File: config.mk
export PLATFORM = sky130hd
export DESIGN_NAME = game_sequencer_flat
export DESIGN_NICKNAME = d
export VERILOG_FILES = /design/src/rtl/game_pkg.sv /design/src/rtl/game_sequencer_if.sv /design/src/rtl/game_sequencer_step_timer.sv /design/src/rtl/game_sequencer.sv /design/src/flat_wrapper.sv
export SDC_FILE = /design/constraint.sdc
export NUM_CORES = 1
export LEC_CHECK = 0
export CORE_MARGIN = 2
export CORE_UTILIZATION = 30
export CTS_BUF_LIST = sky130_fd_sc_hd__clkbuf_2
export DETAILED_ROUTE_END_ITERATION = 7
export SYNTH_ARGS = -nofsm -noshare
export SYNTH_HDL_FRONTEND = slang
export SYNTH_SLANG_ARGS = --single-unit
File: constraint.sdc
create_clock -name pixel_clk -period 5.18 [get_ports pixel_clk]
set_clock_uncertainty 0.1 [all_clocks]
set_input_delay 1.554 -clock pixel_clk [delete_from_list [all_inputs] [get_ports pixel_clk]]
set_output_delay 1.554 -clock pixel_clk [all_outputs]
set_load 0.02 [all_outputs]
File: src/rtl/game_pkg.sv
// rtl/game_pkg.sv - shared state encoding, default tick constants and width helper for game_sequencer
package game_pkg;

  typedef enum logic [2:0] {
    ST_IDLE  = 3'd0,
    ST_INIT  = 3'd1,
    ST_RUN   = 3'd2,
    ST_WAIT  = 3'd3,
    ST_CHECK = 3'd4,
    ST_PAUSE = 3'd5,
    ST_OVER  = 3'd6
  } state_e;

  localparam int TICK_BASE_DEF = 2500000;
  localparam int TICK_MIN_DEF  = 625000;
  localparam int TICK_STEP_DEF = 125000;
  localparam int SCORE_W_DEF   = 8;

  // Bits needed to hold any value in 0..max_val
  function automatic int cnt_width(input int max_val);
    return $clog2(max_val + 1);
  endfunction

endpackage

File: src/rtl/game_sequencer_if.sv
// rtl/game_sequencer_if.sv - control/collision/status bundle between game_sequencer and its environment
interface game_sequencer_if #(
  parameter int SCORE_W = game_pkg::SCORE_W_DEF
);
  logic               start;
  logic               enter;
  logic               hit_pear;
  logic               hit_wall;
  logic               hit_body;
  logic               init;
  logic               step;
  logic               grow;
  logic               game_over;
  logic [2:0]         state;
  logic [SCORE_W-1:0] score;

  modport master (
    output start, enter, hit_pear, hit_wall, hit_body,
    input  init, step, grow, game_over, state, score
  );

  modport slave (
    input  start, enter, hit_pear, hit_wall, hit_body,
    output init, step, grow, game_over, state, score
  );
endinterface

File: src/rtl/game_sequencer_step_timer.sv
// rtl/game_sequencer_step_timer.sv - step_timer: step divider plus optional speed-up (GAME_SEQUENCER_SPEEDUP_EN)
module step_timer
  import game_pkg::*;
#(
  parameter int TICK_BASE = TICK_BASE_DEF,
  parameter int TICK_MIN  = TICK_MIN_DEF,
  parameter int TICK_STEP = TICK_STEP_DEF,
  parameter int CNT_W     = cnt_width(TICK_BASE)
) (
  input  logic             clk,
  input  logic             rst_n,
  input  logic             clear,   // back to base period, divider at base-1
  input  logic             load,    // reload divider from current period
  input  logic             hold,    // freeze divider
  input  logic             grow,    // a pear was eaten
  output logic [CNT_W-1:0] period,
  output logic             expire
);

  localparam logic [CNT_W-1:0] BASE    = CNT_W'(TICK_BASE);
  localparam logic [CNT_W-1:0] BASE_M1 = CNT_W'(TICK_BASE - 1);

`ifdef GAME_SEQUENCER_SPEEDUP_EN
  localparam logic [CNT_W-1:0] MIN_P  = CNT_W'(TICK_MIN);
  localparam logic [CNT_W-1:0] STEP_P = CNT_W'(TICK_STEP);
  localparam logic [CNT_W:0]   FLOOR  = (CNT_W + 1)'(TICK_MIN + TICK_STEP);

  logic [CNT_W-1:0] period_q, period_d;

  // Each grow shortens the period by one step, never dropping below the minimum
  always_comb begin
    period_d = period_q;
    if (clear) begin
      period_d = BASE;
    end else if (grow) begin
      if ({1'b0, period_q} >= FLOOR) period_d = period_q - STEP_P;
      else                           period_d = MIN_P;
    end
  end

  // Period register; only consulted at divider reload
  always_ff @(posedge clk or negedge rst_n) begin
    if (!rst_n) period_q <= BASE;
    else        period_q <= period_d;
  end

  assign period = period_q;
`else
  logic unused_grow;
  assign unused_grow = grow;
  assign period      = BASE;
`endif

  logic [CNT_W-1:0] div_q, div_d;

  // Divider: clear beats reload beats freeze; parks at zero rather than wrapping
  always_comb begin
    div_d = div_q;
    if (clear)                         div_d = BASE_M1;
    else if (load)                     div_d = period - CNT_W'(1);
    else if (!hold && div_q != '0)     div_d = div_q - CNT_W'(1);
  end

  // Divider register
  always_ff @(posedge clk or negedge rst_n) begin
    if (!rst_n) div_q <= BASE_M1;
    else        div_q <= div_d;
  end

  assign expire = (div_q == '0);

endmodule

File: src/rtl/game_sequencer.sv
// rtl/game_sequencer.sv - dragon game control FSM; optional speed-up via GAME_SEQUENCER_SPEEDUP_EN
module game_sequencer
  import game_pkg::*;
#(
  parameter int TICK_BASE = TICK_BASE_DEF,
  parameter int TICK_MIN  = TICK_MIN_DEF,
  parameter int TICK_STEP = TICK_STEP_DEF,
  parameter int SCORE_W   = SCORE_W_DEF
) (
  input  logic               pixel_clk,
  input  logic               rst_n,
  game_sequencer_if.slave    bus
);

  localparam int CNT_W = cnt_width(TICK_BASE);

  state_e             state_q, state_d;
  logic               wait_q, wait_d;
  logic [SCORE_W-1:0] score_q, score_d;
  logic               step_c, grow_c, init_c;
  logic               t_load, t_hold, t_clear, expire;
  logic [CNT_W-1:0]   cur_period_unused;

  step_timer #(
    .TICK_BASE (TICK_BASE),
    .TICK_MIN  (TICK_MIN),
    .TICK_STEP (TICK_STEP),
    .CNT_W     (CNT_W)
  ) u_timer (
    .clk    (pixel_clk),
    .rst_n  (rst_n),
    .clear  (t_clear),
    .load   (t_load),
    .hold   (t_hold),
    .grow   (grow_c),
    .period (cur_period_unused),
    .expire (expire)
  );

  // Next state, pulses and timer controls; start low overrides everything
  always_comb begin
    state_d = state_q;
    step_c  = 1'b0;
    grow_c  = 1'b0;
    init_c  = 1'b0;
    t_load  = 1'b0;
    t_hold  = 1'b0;
    t_clear = 1'b0;
    case (state_q)
      ST_IDLE: begin
        t_clear = 1'b1;
        if (bus.start) state_d = ST_INIT;
      end
      ST_INIT: begin
        init_c  = 1'b1;
        t_clear = 1'b1;
        state_d = ST_RUN;
      end
      ST_RUN: begin
        if (expire) begin
          step_c  = 1'b1;
          t_load  = 1'b1;
          state_d = ST_WAIT;
        end else if (bus.enter) begin
          t_hold  = 1'b1;
          state_d = ST_PAUSE;
        end
      end
      ST_WAIT: begin
        if (wait_q) state_d = ST_CHECK;
      end
      ST_CHECK: begin
        if (bus.hit_wall || bus.hit_body) begin
          state_d = ST_OVER;
        end else begin
          grow_c  = bus.hit_pear;
          state_d = ST_RUN;
        end
      end
      ST_PAUSE: begin
        t_hold = 1'b1;
        if (bus.enter) state_d = ST_RUN;
      end
      ST_OVER: begin
        t_hold = 1'b1;
      end
      default: begin
        state_d = ST_IDLE;
      end
    endcase
    if (!bus.start) begin
      state_d = ST_IDLE;
      step_c  = 1'b0;
      grow_c  = 1'b0;
      init_c  = 1'b0;
      t_load  = 1'b0;
      t_hold  = 1'b0;
      t_clear = 1'b1;
    end
  end

  // WAIT phase toggle and saturating score
  always_comb begin
    wait_d  = (state_q == ST_WAIT) ? ~wait_q : 1'b0;
    score_d = score_q;
    if (init_c)                        score_d = '0;
    else if (grow_c && score_q != '1)  score_d = score_q + SCORE_W'(1);
  end

  // State, wait-phase and score registers
  always_ff @(posedge pixel_clk or negedge rst_n) begin
    if (!rst_n) begin
      state_q <= ST_IDLE;
      wait_q  <= 1'b0;
      score_q <= '0;
    end else begin
      state_q <= state_d;
      wait_q  <= wait_d;
      score_q <= score_d;
    end
  end

  assign bus.init      = init_c;
  assign bus.step      = step_c;
  assign bus.grow      = grow_c;
  assign bus.game_over = (state_q == ST_OVER);
  assign bus.state     = state_q;
  assign bus.score     = score_q;

endmodule

File: src/flat_wrapper.sv
// flat-port wrapper written by rule: the top's interface ports become plain ports
module game_sequencer_flat import game_pkg::*;
#(
  parameter int TICK_BASE = TICK_BASE_DEF,
  parameter int TICK_MIN  = TICK_MIN_DEF,
  parameter int TICK_STEP = TICK_STEP_DEF,
  parameter int SCORE_W   = SCORE_W_DEF
)
  (pixel_clk, rst_n, bus_start, bus_enter, bus_hit_pear, bus_hit_wall, bus_hit_body, bus_init, bus_step, bus_grow, bus_game_over, bus_state, bus_score);
  game_sequencer_if #(.SCORE_W(SCORE_W)) bus_i ();
  input  logic pixel_clk;
  input  logic rst_n;
  input wire logic [$bits(bus_i.start)-1:0] bus_start;
  input wire logic [$bits(bus_i.enter)-1:0] bus_enter;
  input wire logic [$bits(bus_i.hit_pear)-1:0] bus_hit_pear;
  input wire logic [$bits(bus_i.hit_wall)-1:0] bus_hit_wall;
  input wire logic [$bits(bus_i.hit_body)-1:0] bus_hit_body;
  output wire logic [$bits(bus_i.init)-1:0] bus_init;
  output wire logic [$bits(bus_i.step)-1:0] bus_step;
  output wire logic [$bits(bus_i.grow)-1:0] bus_grow;
  output wire logic [$bits(bus_i.game_over)-1:0] bus_game_over;
  output wire logic [$bits(bus_i.state)-1:0] bus_state;
  output wire logic [$bits(bus_i.score)-1:0] bus_score;
  assign bus_i.start = bus_start;
  assign bus_i.enter = bus_enter;
  assign bus_i.hit_pear = bus_hit_pear;
  assign bus_i.hit_wall = bus_hit_wall;
  assign bus_i.hit_body = bus_hit_body;
  assign bus_init = bus_i.init;
  assign bus_step = bus_i.step;
  assign bus_grow = bus_i.grow;
  assign bus_game_over = bus_i.game_over;
  assign bus_state = bus_i.state;
  assign bus_score = bus_i.score;
  game_sequencer #(.TICK_BASE(TICK_BASE), .TICK_MIN(TICK_MIN), .TICK_STEP(TICK_STEP), .SCORE_W(SCORE_W)) u_core (.pixel_clk(pixel_clk), .rst_n(rst_n), .bus(bus_i));
endmodule
After elaboration in Yosys (flattened, before gate mapping):

Index checks and enable logic that the tools add are counted.
Widths: inputs -> output; s select.

* add/subtract/negate cells: 2
* equality and inequality tests: 11
* multiplexer cells: 27
* bitwise gates (word level): 1
* reduce and logical (&&, ||, !) cells: 12

Operator list (number)
* $mux 22: 3
* $logic_not 22->1: 1
* $reduce_bool 22->1: 1
* $sub 22x1->22 const B: 1
* $pmux 3 s7: 1
* $mux 3: 6
* $mux 8: 2
* $mux 1: 14
* $eq 3x3->1 const B: 3
* $add 8x1->8 const B: 1
* $ne 8x8->1 const B: 1
* $eq 3x2->1 const B: 2
* $ne 4x3->1 const B: 1
* $reduce_and 4->1: 1
* $reduce_or 2->1: 2
* $eq 3x1->1 const B: 1
* $logic_not 3->1: 1
* $ne 3x2->1 const B: 1
* $ne 3x3->1 const B: 1
* $reduce_bool 3->1: 1
* $logic_and 1x1->1: 2
* $ne 2x2->1 const B: 1
* $pmux 1 s2: 1
* $reduce_bool 2->1: 1
* other kinds (3): 3

* register bits after elaboration: 34

Logic depth before layout (Yosys ltp):

* depth in word-level cells: 9
* depth in mapped cells: 7

Hierarchy:

From an unflattened synthesis, not the netlist that was laid out.

* cell total of the unflattened synthesis: 235
* area, all modules: 2195.9 sq um

By module, submodules not included
* step_timer: times used 1, cells an instance 149, area an instance 1442.6 sq um, sequential area each 565.5 sq um
* game_sequencer: times used 1, cells an instance 86, area an instance 753.2 sq um, sequential area each 300.3 sq um

Least setup slack after synthesis:

No wires, ideal clock.

* kind: in2out
* start point: input bus_hit_body
* end point: output bus_grow
* arrival: 2.201 ns
* data required time: 3.526 ns
* slack: 1.325 ns
* stages: 3
* buffers on the path: 0
* path through: nor3_1 -> nand4_1 -> inv_1

* word-level cells in the longest chain between the ends: 4

RTL lines
* from (decl): line flat_wrapper.sv:17 `input wire logic [$bits(bus_i.hit_body)-1:0] bus_hit_body;`
* $logic_or 1x1->1: line game_sequencer.sv:73 `if (bus.hit_wall || bus.hit_body) begin`
* $mux 1: line game_sequencer.sv:73
* $mux 1: line game_sequencer.sv:49 `case (state_q)`
* $mux 1: line game_sequencer.sv:91 `if (!bus.start) begin`
* to (decl): line flat_wrapper.sv:20 `output wire logic [$bits(bus_i.grow)-1:0] bus_grow;`

Every way passes these cells.

Worst setup path after layout:

Same ends and word-level chain as after synthesis.

==> reports/results.ini <==
[run_status]
status = complete, no violations

[worst_setup_path]
worstPathRequired_ps = 3530
rrSetupSlack_ps = 2680
rr_endpoint = u_core.u_timer.div_q[19]
crit_type = in2out
crit_fanout = 4
worstRegToRegCells = 6
end_kind = primary output
cp_data_arrival_time_ps = 3120
setup.worst_path.start_class = input port
reg2reg_from = u_core.u_timer.div_q[11]

[final_layout]
final_layout_size_suffix_gt1_frac = 0.140
diodes = 0
final_util = 0.370
nets = 252
fin_cells = 320
ff_latch_area_sq_um = 866
fillers = 652
area_growth_pct = 17.6
multi_input_area_sq_um = 1100

[route]
wl_met1_microns = 2160
met3WireLength_microns = 165
wl_per_cell_microns = 14.3
drc_errors = 0
met2_length_microns = 2160
highest_layer = met4
vias = 1747
postRouteAntennaNets = 0
via_per_inst = 5.46
totalWireLength_microns = 4560
dr.pass1.iters = 4
drt-initial-drc-count = 77

[clock_tree]
cts_hold_buf = 0
clockBufferDepth = 2
cts.sinks = 34
cts_tree = yes
clk_latency_ps = 380
h-tree-depth = 2
cts_resized = 0
root_buffer = clkbuf_2
post_cts_buffers = 0
clk_pin_slew_ps = 190
numCtsBuffers = 5

[logic_synthesis]
seq_area_frac_synth = 0.428
synthTopCellsByArea = dfrtp_1, dfstp_2, xnor2_1
synth_top_area_share = 0.272
synth_cell_types = 53
syn_area_sq_um = 2020
synth_top_area_cell = dfrtp_1
async_reset_ff_frac = 1.00
synthCells = 216
synth_nets = 226
ys_ff_latch = 34
synth_edf_count = 0
syn-mean-instance-area_sq_um = 9.36
ys_warn_count = 0
synth_ff_type = dfrtp_1

[grt]
grt_start_max_net_pins = 35
grtUsageTotal = 0.133
grt_pass1_wl_microns = 7860
antenna_found_initial = 0
grt-ovfl-total = 0
grt_pass1_vias = 1627

[floorplan]
die_x_microns = 86.1
rows = 29
start_util = 0.315
die_y_microns = 86.1
die_area_sq_um = 7410
core_area_sq_um = 6420
ios = 22

[hold_path]
min_from = u_core.wait_q
hold_path_depth = 1
min_path_type = reg2reg
whs_endpoint = u_core.wait_q

[sta]
worst_pin_slew_ps = 720
rsz0062_at_grt = false
fin_tns_setup_ps = 0
finalHoldViolCount = 0
setup-violations-final = 0
fin_crit_sh = 0.922
min_period_ps = 4770
holdWs_ps = 372
slew_headroom = 0.516
slew_viol_final = 0
fmax_ghz = 0.209

[power]
internal_power_mw = 0.411
seq_power_share = 0.492
pwr-share-clk = 0.183
p_comb_frac = 0.325
ir_drop_mv = 0.0770
power_mw = 0.679
power.leakage_nw = 0.848
p_switching_mw = 0.267
netSwitchingFraction = 0.394
powerDensity_nw_per_um2 = 285

[place]
dp_hpwl_microns = 3250
io_buffers = 21
placedCellCount = 312
gp_routability_congestion = 0.782

[run]
drv_cap = 0

## power groups by stage
| stage | Combinational [mW] | Sequential [mW] | Clock, mW |
|---|---|---|---|
| 3_5_place_dp | 0.222 | 0.339 | 0 |
| 5_1_grt | 0.244 | 0.341 | 0.145 |
| 2_1_floorplan | 0.152 | 0.324 | 0 |
| 4_1_cts | 0.224 | 0.335 | 0.130 |
| 3_3_place_gp | 0.223 | 0.339 | 0 |
| 6_report | 0.221 | 0.334 | 0.124 |
## kinds of logic (layout without fill, tap and decap cells)
family	count (synthesis)	count (layout)	synth area share
xor gates and xnor gates	17	17	0.0736
buffers and inverters	13	40	0.0260
muxes	2	2	0.00990
and+or+nand+nor	102	102	0.276
AOI/OAI and AO/OA	45	45	0.168
DFF	34	34	0.428
adders and majority gates	3	3	0.0186
## final cells by class
| cell class | count | share of cell area |
|---|---|---|
| inverters | 5 | 0.00789 |
| clock inverters | 2 | 0.00368 |
| repair buffers | 27 | 0.107 |
| clock buffers | 6 | 0.0126 |
| well taps | 77 | 0.0405 |
| multi-input cells | 169 | 0.464 |
| flip-flops and latches | 34 | 0.364 |
## state kept, by name, summed over array words and instances, names as in the netlist
signal / cells
u_core.bus.score: 8
u_core.bus.state: 3
u_core.u_timer.div_q: 22
u_core.wait_q: 1
## synthesized netlist by cell type (3+ instances only)
cell type  count
o31ai_1        3
dfstp_2       12
dfrtp_1       22
clkbuf_1       5
nand3b_1       3
o21ai_0        9
xnor2_1       12
a31oi_1        3
nor2_1        23
nand2_1       20
nand2b_1       5
buf_2          3
nand3_1        8
a21oi_1        4
or4_1          3
xor2_1         5
o211ai_1       3
nor3_1        11
ha_1           3
or3_1          5
nor4_1         7
and4_1         4
inv_1          5
## metrics by stage
step | instance area, sq um | setup WS, ps
floorplan | 2020 | 1330
global placement | 2340 | 413
detailed placement | 2340 | 401
CTS | 2380 | 394
global route | 2380 | 204
finish | 2380 | 405
## worst max-delay path by stage
stage	endpoint	start	depth (start not counted)
6_report	bus_grow	bus_hit_body	5
3_5_place_dp	bus_grow	bus_hit_body	5
2_1_floorplan	bus_grow	bus_hit_body	3
4_1_cts	bus_grow	bus_hit_body	5
3_3_place_gp	bus_grow	bus_hit_body	5
5_1_grt	bus_step	u_core.u_timer.div_q[11]	5
## metal layers
metal | up-vias | GRT usage
li1 | 857 | -
met1 | 851 | 0.181
met2 | 33 | 0.202
met3 | 6 | 0.0327
met4 | 0 | 0.0505
met5 | - | 0
## critical path: stages
cell and delay (ps):
clkdlybuf4s50_1 410, nor3_1 220, nand4_1 170, inv_1 150, clkdlybuf4s50_1 610
## cells in the final DEF, fill, tap and decap left out, drive strengths merged, types with 5 or more instances in the layout
cell           instances
xnor2                 12
dfrtp                 22
clkdlybuf4s50         21
nand2b                 5
dfstp                 12
nor3                  11
or3                    5
nor2                  23
nand2                 20
clkbuf                 6
nand3                  8
nor4                   7
o21ai                 12
buf                    6
xor2                   5
inv                    5
Power figures use the tool's default switching activity.
==> variant, RTL diff (same settings) <==
Build with the macro `GAME_SEQUENCER_SPEEDUP_EN` defined.
--- a/src/rtl/game_sequencer_step_timer.sv
+++ b/src/rtl/game_sequencer_step_timer.sv
@@ -1,3 +1,5 @@
 // rtl/game_sequencer_step_timer.sv - step_timer: step divider plus optional speed-up (GAME_SEQUENCER_SPEEDUP_EN)
+`define GAME_SEQUENCER_SPEEDUP_EN
+
 module step_timer
   import game_pkg::*;
Behaviour: same outputs for any inputs over 10 cycles, from zero or initial values and one cycle with rst_n low; that may be too few to reach the edited logic, so the function may still have changed.
==> variant against the original RTL <==
Global-route usage is 2.7 points higher. Power is 43% higher. Cell area is 78% higher. Combinational power rose by 40%. Area after synthesis rose by 91%. Wire length increased by 140%. Sequential cell count increased by 19. Fmax is 6.0% lower. Worst setup slack got worse by 0.30 ns. Largest power group unchanged.
==> variant: results <==
status:
  status: "finished clean"
logic_synthesis:
  synth-xor-area-share_pct: 1.81
  synth_compound_area_share_pct: 22.4
  syn_avg_cell_area_um2: 8.17
  ys_seq_area_share_pct: 35.0
  synthMuxAreaShare_pct: 3.69
  synthAdderAreaFrac_pct: 0.972
  synth_flop_cell: "dfrtp_1"
  synth_area_leaders: "dfrtp_1, dfstp_2, nand2_1, nor2_1, o21ai_0"
  syn-cell-area_um2: 3860
  synth_nets: 483
  synth_common_cells: "nand2_1, nor2_1, o21ai_0, dfrtp_1, a21oi_1"
finish:
  final_cells: 657
  clk_share_pct: 1.06
  n_all_buffers: 34
  final-nonclk-buf-share_pct: 7.20
  fillers: 1376
  regArea_um2: 1350
  inverters: 16
  drive_above_1_share_pct: 12.8
  nMultiInputCombCells: 374
  synthToLayoutAreaGrowth_pct: 9.72
  nets: 494
setup_path:
  reg2regPathDepth: 7
  regToRegStartpoint: "u_core.u_timer.div_q[15]"
  cp.arrival_ns: 3.43
  reg2reg_slack_ns: 1.92
  crit_path_max_fanout: 8
  reg2reg_to: "u_core.u_timer.div_q[15]"
global_routing:
  grt_max_degree: 54
  met2_usage_pct: 26.8
  grt_usage_pct: 16.0
  grt_pass1_vias: 3704
  met1_usage_pct: 21.5
  grt_pass1_wl_um: 18500
  grtUsageMet3_pct: 3.10
min_path:
  hold_start: "u_core.u_timer.period[21]"
  min_to: "u_core.u_timer.period[21]"
  hold_path_depth: 2
pwr:
  p_comb_w: 0.000310
  p_sw_share_pct: 39.7
  ir_drop_v: 0.000234
  pg_seq_w: 0.000480
  p_leak_nw: 1.57
  p_total_w: 0.000968
route:
  avgRoutedWirePerCell_um: 16.7
  first_iter_violations: 198
  route.met3.wl_um: 508
  wl_met1_um: 5100
  wl_met2_um: 5230
  viasPerCell: 5.68
placement:
  hpwl_um: 7730
  place_ws_ns: 0.0534
  placedCellCount: 649
  place_area_um2: 4190
  gp_congestion: 0.913
timing:
  fin_hold_ws_ns: 0.415
  tightestPinTransition_ns: 1.06
clock_tree:
  clk_latency_ns: 0.46
  path_clk_slew_ns: 0.28
==> variant: cell types whose count changed in the layout (fill, tap and decap cells not counted), moves of 9 or more <==
| cell | before | now |
|---|---|---|
| o21ai_0 | 9 | 33 |
| nand3_1 | 8 | 17 |
| xnor2_1 | 12 | 3 |
| a21oi_1 | 4 | 32 |
| mux2i_1 | 2 | 12 |
| dfrtp_1 | 22 | 33 |
| inv_1 | 5 | 16 |
| nand2_1 | 20 | 58 |
| nor2_1 | 23 | 55 |
==> variant: worst max-delay path by stage <==
| stage | from | to | slack [ns] | cells past startpoint |
|---|---|---|---|---|
| after CTS | bus_start | bus_grow | 0.05 | 5 |
| after floorplan | bus_start | bus_init | 0.68 | 1 |
| after detailed placement | bus_start | bus_grow | 0.05 | 5 |
| after global routing | bus_start | bus_step | 0.01 | 6 |
| final | bus_start | bus_step | 0.10 | 6 |
| after global placement | bus_start | bus_grow | 0.07 | 5 |
==> variant: critical path: cells and delay by family <==
family	cells	cell delay, ns
simple gates	3	0.58
buf+inv	3	1.29
